## src/rtl/pc_pkg.sv

```systemverilog
// pc_pkg: shared types and default constants for the program-counter unit.
//   pc_op_e     - 3-bit PC operation encoding driven by the control path.
//   PcAddrW     - default address width.
//   PcRasDepth  - default return-address stack depth.
//   PcResetAddr - default reset address.
package pc_pkg;

  localparam int unsigned PcAddrW     = 8;
  localparam int unsigned PcRasDepth  = 4;
  localparam int unsigned PcResetAddr = 0;

  // Values 6 and 7 are reserved; the unit treats them as HOLD and flags them.
  typedef enum logic [2:0] {
    PC_NEXT   = 3'd0,
    PC_HOLD   = 3'd1,
    PC_JUMP   = 3'd2,
    PC_BRANCH = 3'd3,
    PC_CALL   = 3'd4,
    PC_RET    = 3'd5
  } pc_op_e;

  // Width of a counter able to hold 0..depth inclusive.
  function automatic int unsigned cnt_width(input int unsigned depth);
    return $clog2(depth + 1);
  endfunction

endpackage

```

## src/rtl/pc_unit_if.sv

```systemverilog
// pc_unit_if: control-path <-> PC unit bundle.
//   Control side (master) drives: en, op, target, offset, cond.
//   PC unit (slave) drives:       pc, ras_count, ras_ovf, ras_unf, illegal_op.
interface pc_unit_if
  import pc_pkg::*;
#(
  parameter int unsigned ADDR_W    = PcAddrW,
  parameter int unsigned RAS_DEPTH = PcRasDepth
) ();

  localparam int unsigned CntW = cnt_width(RAS_DEPTH);

  logic              en;
  pc_op_e            op;
  logic [ADDR_W-1:0] target;
  logic [ADDR_W-1:0] offset;
  logic              cond;
  logic [ADDR_W-1:0] pc;
  logic [CntW-1:0]   ras_count;
  logic              ras_ovf;
  logic              ras_unf;
  logic              illegal_op;

  modport master (
    output en, op, target, offset, cond,
    input  pc, ras_count, ras_ovf, ras_unf, illegal_op
  );

  modport slave (
    input  en, op, target, offset, cond,
    output pc, ras_count, ras_ovf, ras_unf, illegal_op
  );

endinterface

```

## src/rtl/pc_ras.sv

```systemverilog
// pc_ras: circular return-address stack (LIFO).
//   clock, reset      - rising-edge clock, synchronous active-high reset.
//   push, push_data   - push an entry; when full the oldest entry is overwritten.
//   pop               - drop the top entry (ignored when empty).
//   top_data          - current top-of-stack value (valid when !empty).
//   count, full, empty- occupancy status.
module pc_ras
  import pc_pkg::*;
#(
  parameter int unsigned ADDR_W = PcAddrW,
  parameter int unsigned DEPTH  = PcRasDepth
) (
  input  logic                           clock,
  input  logic                           reset,
  input  logic                           push,
  input  logic [ADDR_W-1:0]              push_data,
  input  logic                           pop,
  output logic [ADDR_W-1:0]              top_data,
  output logic [cnt_width(DEPTH)-1:0]    count,
  output logic                           full,
  output logic                           empty
);

  localparam int unsigned CntW = cnt_width(DEPTH);
  localparam int unsigned PtrW = (DEPTH > 1) ? $clog2(DEPTH) : 1;

  logic [ADDR_W-1:0] mem_q [DEPTH];
  logic [PtrW-1:0]   wr_ptr_q, wr_ptr_d;
  logic [CntW-1:0]   count_q, count_d;
  logic [PtrW-1:0]   top_ptr;

  // Explicit wrap so non-power-of-two depths stay circular.
  function automatic logic [PtrW-1:0] ptr_inc(input logic [PtrW-1:0] p);
    return (p == PtrW'(DEPTH - 1)) ? '0 : p + PtrW'(1);
  endfunction

  function automatic logic [PtrW-1:0] ptr_dec(input logic [PtrW-1:0] p);
    return (p == '0) ? PtrW'(DEPTH - 1) : p - PtrW'(1);
  endfunction

  assign full     = (count_q == CntW'(DEPTH));
  assign empty    = (count_q == '0);
  assign count    = count_q;
  assign top_ptr  = ptr_dec(wr_ptr_q);
  assign top_data = mem_q[top_ptr];

  always_comb begin
    wr_ptr_d = wr_ptr_q;
    count_d  = count_q;
    if (push) begin
      wr_ptr_d = ptr_inc(wr_ptr_q);
      // On overflow the write lands on the oldest slot; occupancy saturates.
      if (!full) count_d = count_q + CntW'(1);
    end else if (pop && !empty) begin
      wr_ptr_d = top_ptr;
      count_d  = count_q - CntW'(1);
    end
  end

  always_ff @(posedge clock) begin
    if (reset) begin
      wr_ptr_q <= '0;
      count_q  <= '0;
    end else begin
      wr_ptr_q <= wr_ptr_d;
      count_q  <= count_d;
    end
  end

  // Storage needs no reset: entries are only read while count_q says they are valid.
  always_ff @(posedge clock) begin
    if (push) mem_q[wr_ptr_q] <= push_data;
  end

endmodule

```

## src/rtl/pc_unit.sv

```systemverilog
// pc_unit: width-generic program counter with next-address logic.
//   clock, reset - rising-edge clock, synchronous active-high reset.
//   bus (slave)  - en/op/target/offset/cond in; pc, ras_count, ras_ovf,
//                  ras_unf, illegal_op out (all registered).
// Build option: define PC_RAS_EN to compile in the return-address stack.
// Without it CALL acts as JUMP, RET acts as HOLD and pulses illegal_op,
// and the stack status outputs are tied to zero.
module pc_unit
  import pc_pkg::*;
#(
  parameter int unsigned       ADDR_W     = PcAddrW,
  parameter int unsigned       RAS_DEPTH  = PcRasDepth,
  parameter logic [ADDR_W-1:0] RESET_ADDR = ADDR_W'(PcResetAddr)
) (
  input  logic       clock,
  input  logic       reset,
  pc_unit_if.slave   bus
);

  localparam int unsigned CntW = cnt_width(RAS_DEPTH);

  logic [ADDR_W-1:0] pc_q, pc_d;
  logic [ADDR_W-1:0] pc_inc;
  logic [ADDR_W-1:0] pc_rel;
  logic              illegal_q, illegal_d;
  logic              ovf_q, ovf_d;
  logic              unf_q, unf_d;

  // Both sums wrap modulo 2^ADDR_W by construction.
  assign pc_inc = pc_q + ADDR_W'(1);
  assign pc_rel = pc_q + bus.offset;

`ifdef PC_RAS_EN
  logic              ras_push;
  logic              ras_pop;
  logic [ADDR_W-1:0] ras_top;
  logic [CntW-1:0]   ras_cnt;
  logic              ras_full;
  logic              ras_empty;

  pc_ras #(
    .ADDR_W (ADDR_W),
    .DEPTH  (RAS_DEPTH)
  ) u_ras (
    .clock     (clock),
    .reset     (reset),
    .push      (ras_push),
    .push_data (pc_inc),
    .pop       (ras_pop),
    .top_data  (ras_top),
    .count     (ras_cnt),
    .full      (ras_full),
    .empty     (ras_empty)
  );
`endif

  always_comb begin
    pc_d      = pc_q;
    illegal_d = 1'b0;
    ovf_d     = ovf_q;
    unf_d     = unf_q;
`ifdef PC_RAS_EN
    ras_push  = 1'b0;
    ras_pop   = 1'b0;
`endif
    if (bus.en) begin
      case (bus.op)
        PC_NEXT:   pc_d = pc_inc;
        PC_HOLD:   pc_d = pc_q;
        PC_JUMP:   pc_d = bus.target;
        PC_BRANCH: pc_d = bus.cond ? pc_rel : pc_inc;
        PC_CALL: begin
          pc_d = bus.target;
`ifdef PC_RAS_EN
          ras_push = 1'b1;
          if (ras_full) ovf_d = 1'b1;
`endif
        end
        PC_RET: begin
`ifdef PC_RAS_EN
          if (ras_empty) begin
            pc_d  = pc_inc;
            unf_d = 1'b1;
          end else begin
            pc_d    = ras_top;
            ras_pop = 1'b1;
          end
`else
          illegal_d = 1'b1;
`endif
        end
        default:   illegal_d = 1'b1;
      endcase
    end
  end

  always_ff @(posedge clock) begin
    if (reset) begin
      pc_q      <= RESET_ADDR;
      illegal_q <= 1'b0;
      ovf_q     <= 1'b0;
      unf_q     <= 1'b0;
    end else begin
      pc_q      <= pc_d;
      illegal_q <= illegal_d;
      ovf_q     <= ovf_d;
      unf_q     <= unf_d;
    end
  end

  assign bus.pc         = pc_q;
  assign bus.illegal_op = illegal_q;

`ifdef PC_RAS_EN
  assign bus.ras_count = ras_cnt;
  assign bus.ras_ovf   = ovf_q;
  assign bus.ras_unf   = unf_q;
`else
  assign bus.ras_count = CntW'(0);
  assign bus.ras_ovf   = 1'b0;
  assign bus.ras_unf   = 1'b0;
`endif

endmodule
```

## src/flat_wrapper.sv

```systemverilog
// flat-port wrapper written by rule: the top's interface ports become plain ports
module pc_unit_flat import pc_pkg::*;
#(
  parameter int unsigned       ADDR_W     = PcAddrW,
  parameter int unsigned       RAS_DEPTH  = PcRasDepth,
  parameter logic [ADDR_W-1:0] RESET_ADDR = ADDR_W'(PcResetAddr)
)
  (clock, reset, bus_en, bus_op, bus_target, bus_offset, bus_cond, bus_pc, bus_ras_count, bus_ras_ovf, bus_ras_unf, bus_illegal_op);
  pc_unit_if #(.ADDR_W(ADDR_W), .RAS_DEPTH(RAS_DEPTH)) bus_i ();
  input  logic clock;
  input  logic reset;
  input wire logic [$bits(bus_i.en)-1:0] bus_en;
  input wire logic [$bits(bus_i.op)-1:0] bus_op;
  input wire logic [$bits(bus_i.target)-1:0] bus_target;
  input wire logic [$bits(bus_i.offset)-1:0] bus_offset;
  input wire logic [$bits(bus_i.cond)-1:0] bus_cond;
  output wire logic [$bits(bus_i.pc)-1:0] bus_pc;
  output wire logic [$bits(bus_i.ras_count)-1:0] bus_ras_count;
  output wire logic [$bits(bus_i.ras_ovf)-1:0] bus_ras_ovf;
  output wire logic [$bits(bus_i.ras_unf)-1:0] bus_ras_unf;
  output wire logic [$bits(bus_i.illegal_op)-1:0] bus_illegal_op;
  assign bus_i.en = bus_en;
  assign bus_i.op = bus_op;
  assign bus_i.target = bus_target;
  assign bus_i.offset = bus_offset;
  assign bus_i.cond = bus_cond;
  assign bus_pc = bus_i.pc;
  assign bus_ras_count = bus_i.ras_count;
  assign bus_ras_ovf = bus_i.ras_ovf;
  assign bus_ras_unf = bus_i.ras_unf;
  assign bus_illegal_op = bus_i.illegal_op;
  pc_unit #(.ADDR_W(ADDR_W), .RAS_DEPTH(RAS_DEPTH), .RESET_ADDR(RESET_ADDR)) u_core (.clock(clock), .reset(reset), .bus(bus_i));
endmodule
```

## config.mk

```make
export PLATFORM = sky130hd
export DESIGN_NAME = pc_unit_flat
export DESIGN_NICKNAME = d
export VERILOG_FILES = /design/src/rtl/pc_pkg.sv /design/src/rtl/pc_unit_if.sv /design/src/rtl/pc_ras.sv /design/src/rtl/pc_unit.sv /design/src/flat_wrapper.sv
export SDC_FILE = /design/constraint.sdc
export NUM_CORES = 1
export LEC_CHECK = 0
export ABC_CLOCK_PERIOD_IN_PS = 1900
export BUFFER_PORTS_ARGS = -buffer_cell sky130_fd_sc_hd__buf_2
export CAP_MARGIN = 20
export CORE_MARGIN = 1.5
export CORE_UTILIZATION = 45
export DETAILED_ROUTE_END_ITERATION = 7
export GPL_ROUTABILITY_DRIVEN = 0
export PLACE_DENSITY = 0.84
export SYNTH_ARGS = -nofsm -noshare
export SYNTH_HDL_FRONTEND = slang
export SYNTH_HIERARCHICAL = 1
export SYNTH_SLANG_ARGS = --single-unit
export TNS_END_PERCENT = 100
```

## constraint.sdc

```tcl
create_clock -name clock -period 1.9 [get_ports clock]
set_input_delay 0.095 -clock clock [delete_from_list [all_inputs] [get_ports clock]]
set_output_delay 0.095 -clock clock [all_outputs]
set_load 0.01 [all_outputs]
```

After elaboration in Yosys (flattened, before gate mapping)
Cells that the tools add are included.

operators by class
  equality and inequality tests = 4
  mux-type cells = 3
  add/subtract/negate cells = 2
  reduce and logical (&&, ||, !) cells = 6
  bitwise logic cells = 1

operators with widths
  operator               number
  $pmux W8 S3            1
  $add A8 B1 Y8 const B  1
  $add A8 B8 Y8          1
  $mux W8                1
  $eq A3 B2 Y1 const B   2
  $reduce_or A5 Y1       1
  $reduce_or A2 Y1       2
  $eq A3 B1 Y1 const B   1
  $eq A3 B3 Y1 const B   1
  $logic_not A3 Y1       1
  $reduce_bool A3 Y1     1
  $reduce_and A2 Y1      1
  $mux W1                1
  $not A1 Y1             1

word-level totals
  output and inout bits = 14
  flip-flop bits (word level) = 9
  bits of input ports = 23
  word-level logic and storage cells = 18

Logic depth before layout (Yosys ltp)
Gate-level depths: netlist of the first run.

  depth in word-level cells = 4
  gate-level depth with buffers = 8
  gate-level depth less buffers = 8

Worst setup path before layout of the first run
OpenSTA, ideal clock, no wires.

  kind = reg-to-reg
  start point = reg u_core.pc_q[0], in the netlist u_core/bus.pc[0]
  end point = reg u_core.pc_q[6], in the netlist u_core/bus.pc[6]
  buffers on the path = 0
  library setup time = 0.078 ns
  setup slack = -0.052 ns
  data arrival time = 1.875 ns
  clock period less this slack = 1.952 ns
  stages on the path, launching flop included = 9
  required time = 1.822 ns
  cell sequence = dfxtp_1 ha_1 fa_1 a211oi_1 o21bai_1 a21oi_1 xnor2_1 a21oi_1 nor3_1

on the way
  cells in the longest elaborated chain, start to end = 3
  elaborated cells on any way between the ends = 4
  classes of those cells = add/sub (2); mux (2)

RTL lines
  what                                            RTL line                      text
  start: declaration                              pc_unit.sv:22                 logic [ADDR_W-1:0] pc_q, pc_d;
  start signal: assignment                        pc_unit.sv:104                pc_q <= pc_d;
  $add A8 B1 Y8 or $add A8 B8 Y8 (tied branches)  pc_unit.sv:30, pc_unit.sv:31
  $mux W8                                         pc_unit.sv:71                 PC_BRANCH: pc_d = bus.cond ? pc_rel : pc_inc;
  $pmux W8 S3 *                                   pc_unit.sv:67                 case (bus.op)

Mark *: on every way between the ends. The rest lies on a longest branch, timed or not.
A chain may end at the register's enable or synchronous reset.

Worst setup path in the final report of the first run
Ends and elaborated chain as after synthesis.

==> impl_metrics.py, run 1 <==
metrics = {
    "yosys": {
        "synth_top_area_share_pct": 17.3,
        "synth_seq_area_share_pct": 17.3,
        "syn_avg_cell_area_sq_um": 7.91,
        "synthTopCellsByCount": "13 x nor2_1, 10 x a21oi_1, 10 x o21ai_1",
        "yosys_warnings": 6,
        "ys_types": 42,
        "async_reset_ff_share_pct": 0,
        "netlist_area_sq_um": 1040,
        "yosysMostFrequentCell": "nor2_1",
        "synth_edf_count": 0,
        "synth_ff_type": "dfxtp_1",
        "yosysTopAreaCell": "dfxtp_1",
        "synth_seq_cells": 9,
        "syn_inst": 132,
        "synthTopCellsByArea": "dfxtp_1 17%, ha_1 9.6%, xor2_1 5.9%",
    },
    "sta": {
        "slew_headroom_pct": 66.5,
        "tightest_slew_ns": 0.500,
        "layout_min_cycle_time_ns": 1.82,
        "grt_setup_unrepaired": "false",
        "drv_slew": 0,
        "fmax_mhz": 549,
        "finClkSkew_ns": 0.00963,
        "finalHoldViolations": 0,
        "period_share_pct": 95.9,
        "fin_ws_ns": 0.0778,
        "setup_viol": 0,
    },
    "placement": {
        "portBuffers": 31,
        "hpwlAfterDp_um": 2140,
        "place_inst": 191,
        "placed_area_sq_um": 1220,
        "pre_cts_ws_ns": -0.00675,
    },
    "worst_setup_path": {
        "startpoint": "u_core/bus.pc[0]",
        "r2r_setup_slack_ns": 0.08,
        "critPathKind": "register to register",
        "cp-endpoint": "u_core/bus.pc[6]",
        "path_max_fanout": 3,
        "r2r-start": "u_core/bus.pc[0]",
        "cp_data_arrival_time_ns": 2.00,
        "crit_path_start_kind": "register",
        "crit_required_ns": 2.08,
        "end_kind": "register",
        "regToRegEndpoint": "u_core/bus.pc[6]",
        "reg2reg_depth": 8,
    },
    "global_routing": {
        "grt_pass1_wl_um": 4370,
        "antenna_found_initial": 0,
        "grt-ovfl-total": 0,
        "grt_max_degree": 18,
        "grt_pass1_vias": 1035,
        "track_usage_pct": 22.1,
    },
    "routing": {
        "ant_nets": 0,
        "avgViaCountPerCell": 5.53,
        "drc": 0,
        "wl_per_cell_um": 13.7,
        "vias": 1079,
        "wirelength_um": 2680,
        "dr.pass1.iters": 4,
        "drt_iter0_drc": 48,
    },
    "power": {
        "vdd_ir_drop_max_mv": 0.271,
        "swShare_pct": 37.1,
        "switching_power_mw": 0.247,
        "fin_total_pwr_mw": 0.665,
        "pwr-share-clk_pct": 22.9,
        "pwr-share-comb_pct": 44.3,
        "cellLeakagePower_nw": 0.622,
        "power_density_nw_per_um2": 521,
        "pwr-share-seq_pct": 32.9,
        "p_int_mw": 0.418,
    },
    "layout": {
        "final_cells": 195,
        "drive_gt1_share_pct": 32.9,
        "areaGrowthSynthToFinish_pct": 22.3,
        "nNetsFinal": 200,
        "diodes": 0,
        "final_cell_area_sq_um": 1280,
        "finalCoreUtilization_pct": 58.3,
    },
    "clock_tree": {
        "cts_sinks": 9,
        "cts_inserted_buffers": 3,
        "cts-htree-levels": 1,
        "cts_tree": "yes",
        "clkTransAtPathRegs_ns": 0.07,
        "cts-root-buf": "clkbuf_4",
        "cts.path.max_buffers": 2,
        "clock_latency_ns": 0.26,
    },
    "die": {
        "coreArea_sq_um": 2190,
        "die_w_um": 51.2,
        "num_io_pins": 37,
        "num_rows": 17,
        "dieHeight_um": 51.2,
        "die_area_sq_um": 2620,
        "initial_utilization_pct": 47.6,
    },
    "run_status": {
        "status": "complete, no violations",
    },
    "hold_path": {
        "min_path_type": "input pin to register",
        "whs_path_depth": 3,
    },
    "run": {
        "drv_cap": 0,
    },
}
cell families after synthesis:
| family | Yosys count | synth area share (%) |
|---|---|---|
| AOI/OAI and AO/OA | 45 | 29.6 |
| xor gates and xnor gates | 12 | 10.1 |
| adders and majority gates | 9 | 11.5 |
| buffers and inverters | 17 | 10.4 |
| DFF | 9 | 17.3 |
| muxes | 2 | 1.92 |
| other | 1 | 0.359 |
| and+or+nand+nor | 37 | 18.8 |
critical path: stages, from the launching register on:
cell and delay, ns:
dfxtp_2 0.34, ha_4 0.16, fa_2 0.35, a211oi_2 0.27
o21bai_1 0.11, a21oi_1 0.16, xnor2_1 0.13, a21oi_1 0.08
nor3_1 0.14
state kept, by name, summed over array words and instances (netlist names):
name / count
u_core/bus.illegal_op: 1
u_core/bus.pc: 8
repair_timing:
| action | 4_1_cts | 5_1_grt |
|---|---|---|
| setup endpoints to repair | 1 | 3 |
| gates cloned | 0 | 0 |
| pin swaps | 1 | 4 |
| buffers inserted | 0 | 0 |
| hold buffers | 0 | 0 |
| resized for setup | 0 | 6 |
per-stage QoR:
stage / setup TNS (ns) / hold WS, ns
2_1_floorplan: 0 / 0.220
3_3_place_gp: 0 / 0.360
3_5_place_dp: -0.00675 / 0.359
4_1_cts: 0 / 0.0844
5_1_grt: 0 / 0.103
6_report: 0 / 0.0907
area by class of cell:
type / instances / area (sq um)
multi-input combinational: 110 / 800
inverter: 6 / 25.0
tap: 28 / 35.0
clock buffer: 4 / 26.3
fill: 199 / 915
timing repair buffer: 38 / 208
sequential: 9 / 183
cells in the final DEF (no fill, tap or decap), types with 2 or more instances in the layout:
master	n
nor3_2	2
or3_1	2
dfxtp_2	2
dfxtp_1	7
buf_2	31
buf_4	7
nor2_1	13
a21oi_1	10
a211oi_1	2
a21o_1	7
ha_1	6
nand2_1	5
mux2i_1	2
xnor2_1	4
o21ai_0	2
clkbuf_4	3
nor3_1	5
nand3_1	3
o21ai_1	10
a221oi_1	3
inv_1	5
xor2_1	7
conb_1	5
metal layers:
layer	track usage (%)	up-vias	part of all wire [%]
met2	38.5	43	50
met5	0	-	0
met1	26.2	494	41
met4	9.46	0	0.52
met3	4.39	2	8.1
li1	-	540	-
worst min-delay path by stage:
| stage | from | to | slack (ns) |
|---|---|---|---|
| 6_report | bus_en | u_core/bus.illegal_op | 0.09 |
| 5_1_grt | bus_en | u_core/bus.illegal_op | 0.10 |
| 4_1_cts | bus_en | u_core/bus.illegal_op | 0.08 |
| 3_5_place_dp | bus_en | u_core/bus.illegal_op | 0.36 |
| 3_3_place_gp | bus_en | u_core/bus.illegal_op | 0.36 |
| 2_1_floorplan | bus_en | u_core/bus.illegal_op | 0.22 |
power by group through the flow:
| stage | registers [mW] | clock network [mW] | logic, mW |
|---|---|---|---|
| floorplan | 0.235 | 0 | 0.189 |
| global placement | 0.220 | 0 | 0.275 |
| detailed placement | 0.221 | 0 | 0.284 |
| CTS | 0.217 | 0.156 | 0.286 |
| global route | 0.221 | 0.166 | 0.324 |
| finish | 0.218 | 0.152 | 0.294 |
Power figures use the tool's default switching activity.
==> inputs of run 2 (changes only) <==
ABC_AREA = 1   (was unset)
CORE_UTILIZATION = 46   (was 45)
==> impl_metrics.py, run 2 <==
metrics = {
    "yosys": {
        "syn_avg_cell_area_sq_um": 6.01,
        "yosys_warnings": 6,
        "synthTopCellsByArea": "nand2_1 17%, dfxtp_1 16%, inv_1 10%",
        "synth_seq_area_share_pct": 15.6,
        "synth_seq_cells": 9,
        "synthTopCellsByCount": "51 x nand2_1, 31 x inv_1, 18 x nand3_1",
        "async_reset_ff_share_pct": 0,
        "synth_edf_count": 0,
        "ys_types": 31,
        "netlist_area_sq_um": 1150,
        "yosysTopAreaCell": "nand2_1",
        "yosysMostFrequentCell": "nand2_1",
        "syn_inst": 192,
        "synth_top_area_share_pct": 16.6,
        "synth_ff_type": "dfxtp_1",
    },
    "run": {
        "drv_cap": 0,
    },
    "sta": {
        "fin_ws_ns": 0.231,
        "grt_setup_unrepaired": "false",
        "finClkSkew_ns": 0.00137,
        "drv_slew": 0,
        "period_share_pct": 87.9,
        "setup_viol": 0,
        "setup_tns_ns": 0,
        "layout_min_cycle_time_ns": 1.67,
        "finalHoldViolations": 0,
        "fmax_mhz": 599,
    },
    "layout": {
        "largest_register_ffs": 8,
        "finalCoreUtilization_pct": 58.8,
        "regArea_sq_um": 180,
        "multi_input_area_sq_um": 786,
        "fillCellCount": 265,
        "areaGrowthSynthToFinish_pct": 17.0,
        "most-common-layout-cells": "51 x nand2_1, 31 x buf_2, 31 x inv_1, 18 x nand3_1",
        "layout_commonest_cell": "nand2_1",
        "nNetsFinal": 260,
        "diodes": 0,
        "drive_gt1_share_pct": 24.2,
    },
    "power": {
        "power_density_nw_per_um2": 485,
        "cellLeakagePower_nw": 0.782,
        "fin_total_pwr_mw": 0.655,
        "vdd_ir_drop_max_mv": 0.430,
    },
    "clock_tree": {
        "cts.path.max_buffers": 2,
        "cts-htree-levels": 1,
        "cts_inserted_buffers": 3,
        "post_cts_buffers": 0,
        "cts-root-buf": "clkbuf_4",
        "cts_resized": 0,
        "cts_sinks": 9,
        "hold_buffers": 0,
        "cts_tree": "yes",
        "clkTransAtPathRegs_ns": 0.07,
        "clock_latency_ns": 0.27,
    },
    "worst_setup_path": {
        "path_cells": "ha_1, fa_1, a21oi_1, xor2_1, nand2_1, nand2_1, a21oi_1",
        "path_max_fanout": 6,
        "worst-path-buf-inv": 0,
        "crit_path_start_kind": "register",
        "critPathKind": "register to register",
        "startpoint": "u_core/bus.pc[0]",
        "r2r-start": "u_core/bus.pc[0]",
        "cp_slowest_cell": "fa_1",
        "cpPeakStageDelay_ns": 0.44,
        "end_kind": "register",
        "crit_required_ns": 2.06,
        "cp_data_arrival_time_ns": 1.83,
        "critPathTopFamily": "adder cells",
    },
    "global_routing": {
        "grt_pass1_vias": 1057,
        "grt_pass1_wl_um": 4390,
        "grt_max_degree": 16,
        "track_usage_pct": 21.3,
        "grt-ovfl-total": 0,
        "antenna_found_initial": 0,
    },
    "routing": {
        "wirelength_um": 2770,
        "drt_iter0_drc": 45,
        "vias": 1265,
        "wl_per_cell_um": 10.9,
        "avgViaCountPerCell": 4.96,
        "dr.pass1.iters": 4,
        "ant_nets": 0,
        "drc": 0,
    },
    "placement": {
        "portBuffers": 31,
        "hpwlAfterDp_um": 2210,
        "pre_cts_ws_ns": 0.265,
    },
    "die": {
        "num_io_pins": 37,
        "num_rows": 17,
        "coreArea_sq_um": 2300,
        "initial_utilization_pct": 50.2,
        "die_area_sq_um": 2820,
        "dieHeight_um": 53.1,
        "die_w_um": 53.1,
    },
    "hold_path": {
        "min_from": "bus_target[0]",
        "min_path_type": "input pin to register",
    },
    "run_status": {
        "status": "complete, no violations",
    },
}
-- run 2: cell count changes after synthesis, sizes merged, moves of 5 or more --
| cell | change |
|---|---|
| nand2 | +51 |
| inv | +27 |
| nand3 | +18 |
| nor3 | -8 |
| a21o | -7 |
| xnor2 | -5 |
-- run 2: tightest hold or removal path: cells and delay by family --
kind / cells / cell delay (ns)
AO/OA/AOI/OAI: 1 / 0.07
buffers and inverters: 1 / 0.09
AND/OR/NAND/NOR: 1 / 0.05
-- run 2: worst paths after layout --
check / end / slack [ns] / cells past startpoint
setup / recovery: u_core/bus.pc[4] / 0.23 / 7
hold / removal: u_core/bus.pc[0] / 0.09 / 3
setup reg to reg: u_core/bus.pc[4] / 0.23 / 7
hold reg to reg: u_core/bus.pc[7] / 0.58 / 2
-- run 2: cell families after synthesis --
group	Yosys count	synth area share, %
AOI/OAI and AO/OA	31	14.9
DFF	9	15.6
buffers and inverters	43	17.6
and+or+nand+nor	95	38.2
xor gates and xnor gates	4	3.04
adders and majority gates	9	10.4
other	1	0.325
-- run 2: layout make-up --
| class | instances | share of cell area, % |
|---|---|---|
| clock buffers | 4 | 1.95 |
| inverters | 36 | 10.8 |
| multi-input cells | 144 | 58.2 |
| flip-flops and latches | 9 | 13.3 |
| well taps | 28 | 2.60 |
| repair buffers | 34 | 13.2 |
-- run 2: power by group --
part	switching, mW	internal, mW	total, mW
clock	0.0752	0.0813	0.156
combinational	0.166	0.111	0.277
sequential	0.0185	0.203	0.222
total	0.259	0.396	0.655
-- run 2: per-stage QoR --
step / instances / hold slack, ns / instance area, sq um
2_1_floorplan: 196 / 0.237 / 1170
3_3_place_gp: 251 / 0.365 / 1320
3_5_place_dp: 251 / 0.369 / 1320
4_1_cts: 255 / 0.0874 / 1350
5_1_grt: 255 / 0.118 / 1350
6_report: 255 / 0.0927 / 1350
-- run 2: routing by layer --
layer | wire [um] | part of all wire, % | GRT usage [%] | up-vias
met4 | 39 | 1.4 | 3.85 | 0
met2 | 1320 | 48 | 37.3 | 50
met3 | 221 | 8.0 | 5.37 | 4
met5 | 0 | 0 | 0 | -
li1 | - | - | - | 674
met1 | 1190 | 43 | 26.3 | 537
==> inputs of run 3 (changes only) <==
CORE_MARGIN = unset   (was 1.5)
RECOVER_POWER = 100   (was unset)
==> impl_metrics.py, run 3 (synthesized netlist as in run 2, its figures left out) <==
metrics = {
    "run_status": {
        "status": "complete, no violations",
    },
    "clock_tree": {
        "cts-root-buf": "clkbuf_4",
        "cts_resized": 0,
        "hold_buffers": 0,
        "cts_inserted_buffers": 3,
        "cts.path.max_buffers": 2,
        "cts-htree-levels": 1,
        "post_cts_buffers": 0,
        "cts_sinks": 9,
        "clock_latency_ns": 0.26,
        "clkTransAtPathRegs_ns": 0.07,
        "cts_tree": "yes",
    },
    "worst_setup_path": {
        "end_kind": "register",
        "reg2reg_depth": 7,
        "crit_required_ns": 2.06,
        "r2r_setup_slack_ns": 0.25,
        "r2r-start": "u_core/bus.pc[0]",
        "regToRegEndpoint": "u_core/bus.pc[4]",
        "path_max_fanout": 6,
        "critPathKind": "register to register",
        "crit_path_start_kind": "register",
        "cp_data_arrival_time_ns": 1.81,
    },
    "die": {
        "die_area_sq_um": 2710,
        "initial_utilization_pct": 50.2,
        "dieHeight_um": 52.1,
        "num_io_pins": 37,
        "die_w_um": 52.1,
        "coreArea_sq_um": 2300,
        "num_rows": 17,
    },
    "power": {
        "swShare_pct": 39.4,
        "pwr-share-comb_pct": 41.6,
        "pwr-share-seq_pct": 34.5,
        "p_int_mw": 0.389,
        "switching_power_mw": 0.252,
        "power_density_nw_per_um2": 481,
        "vdd_ir_drop_max_mv": 0.505,
        "pwr-share-clk_pct": 23.8,
        "cellLeakagePower_nw": 0.747,
    },
    "global_routing": {
        "grt-ovfl-total": 0,
        "grt_pass1_wl_um": 4130,
        "antenna_found_initial": 0,
        "grt_pass1_vias": 1022,
        "track_usage_pct": 20.8,
        "grt_max_degree": 16,
    },
    "layout": {
        "final_cells": 255,
        "areaGrowthSynthToFinish_pct": 15.4,
        "drive_gt1_share_pct": 20.3,
        "nNetsFinal": 260,
        "layout_commonest_cell": "nand2_1",
        "largest_register_ffs": 8,
        "diodes": 0,
        "most-common-layout-cells": "51 x nand2_1, 31 x inv_1, 25 x buf_2, 18 x nand3_1",
    },
    "routing": {
        "dr.pass1.iters": 4,
        "drt_iter0_drc": 40,
        "vias": 1264,
        "drc": 0,
        "wirelength_um": 2580,
        "wl_per_cell_um": 10.1,
        "avgViaCountPerCell": 4.96,
        "ant_nets": 0,
    },
    "hold_path": {
        "whs_path_depth": 3,
        "min_path_type": "input pin to register",
        "min_from": "bus_target[0]",
        "holdPathEnd": "u_core/bus.pc[0]",
    },
    "sta": {
        "fin_ws_ns": 0.254,
        "fmax_mhz": 608,
        "period_share_pct": 86.6,
        "grt_setup_unrepaired": "false",
        "finalHoldViolations": 0,
        "finClkSkew_ns": 0.00703,
        "layout_min_cycle_time_ns": 1.65,
        "drv_slew": 0,
        "setup_viol": 0,
        "setup_tns_ns": 0,
    },
    "placement": {
        "pre_cts_ws_ns": 0.247,
        "place_inst": 251,
        "portBuffers": 31,
        "hpwlAfterDp_um": 2100,
    },
    "run": {
        "drv_cap": 0,
    },
}
-- run 3: cell count changes in the layout (fill, tap and decap cells not counted), sizes merged --
| cell | previous run | this run |
|---|---|---|
| buf | 34 | 25 |
| clkbuf | 4 | 13 |
-- run 3: layout make-up --
| type | instances | area [sq um] |
|---|---|---|
| clock buffer | 4 | 26.3 |
| fill | 252 | 966 |
| inverter | 36 | 145 |
| multi-input combinational | 144 | 786 |
| sequential | 9 | 180 |
| tap | 28 | 35.0 |
| timing repair buffer | 34 | 159 |
-- run 3: through the flow --
stage,hold slack (ns),utilization [%],power [mW],cell area [sq um]
after floorplan,0.237,-,0.425,1170
after global placement,0.366,57.6,0.494,1320
after detailed placement,0.369,57.6,0.499,1320
after CTS,0.0901,58.8,0.654,1350
after global routing,0.0991,58.0,0.699,1330
final,0.0953,58.0,0.641,1330
-- run 3: power by group through the flow --
stage	registers, mW	logic (mW)	clock network, mW
after floorplan	0.234	0.191	0
after global placement	0.225	0.270	0
after detailed placement	0.226	0.273	0
after CTS	0.222	0.274	0.158
after global routing	0.225	0.303	0.172
final	0.221	0.267	0.153
-- run 3: worst max path at each step --
stage | depth (start not counted) | slack, ns | to | start
global placement | 7 | 0.31 | u_core/bus.pc[4] | u_core/bus.pc[0]
finish | 7 | 0.25 | u_core/bus.pc[4] | u_core/bus.pc[0]
global route | 9 | 0.09 | u_core/bus.pc[6] | u_core/bus.pc[1]
CTS | 7 | 0.24 | u_core/bus.pc[4] | u_core/bus.pc[0]
floorplan | 7 | 0.32 | u_core/bus.pc[4] | u_core/bus.pc[0]
detailed placement | 7 | 0.25 | u_core/bus.pc[4] | u_core/bus.pc[0]
-- run 3: worst max-delay path: stages (launching register included) --
cell and delay (ns):
dfxtp_1 0.36, ha_1 0.23, fa_1 0.44, a21oi_1 0.20
xor2_1 0.15, nand2_1 0.06, nand2_1 0.06, a21oi_1 0.05
-- run 3: metal layers --
layer	global-route usage [%]	vias to the layer above	part of all wire, %	wire [um]
met5	0	-	0	0
met4	4.05	0	0	0
met3	6.14	0	6.3	162
met2	34.8	44	47	1210
met1	26.2	547	47	1210
li1	-	673	-	-
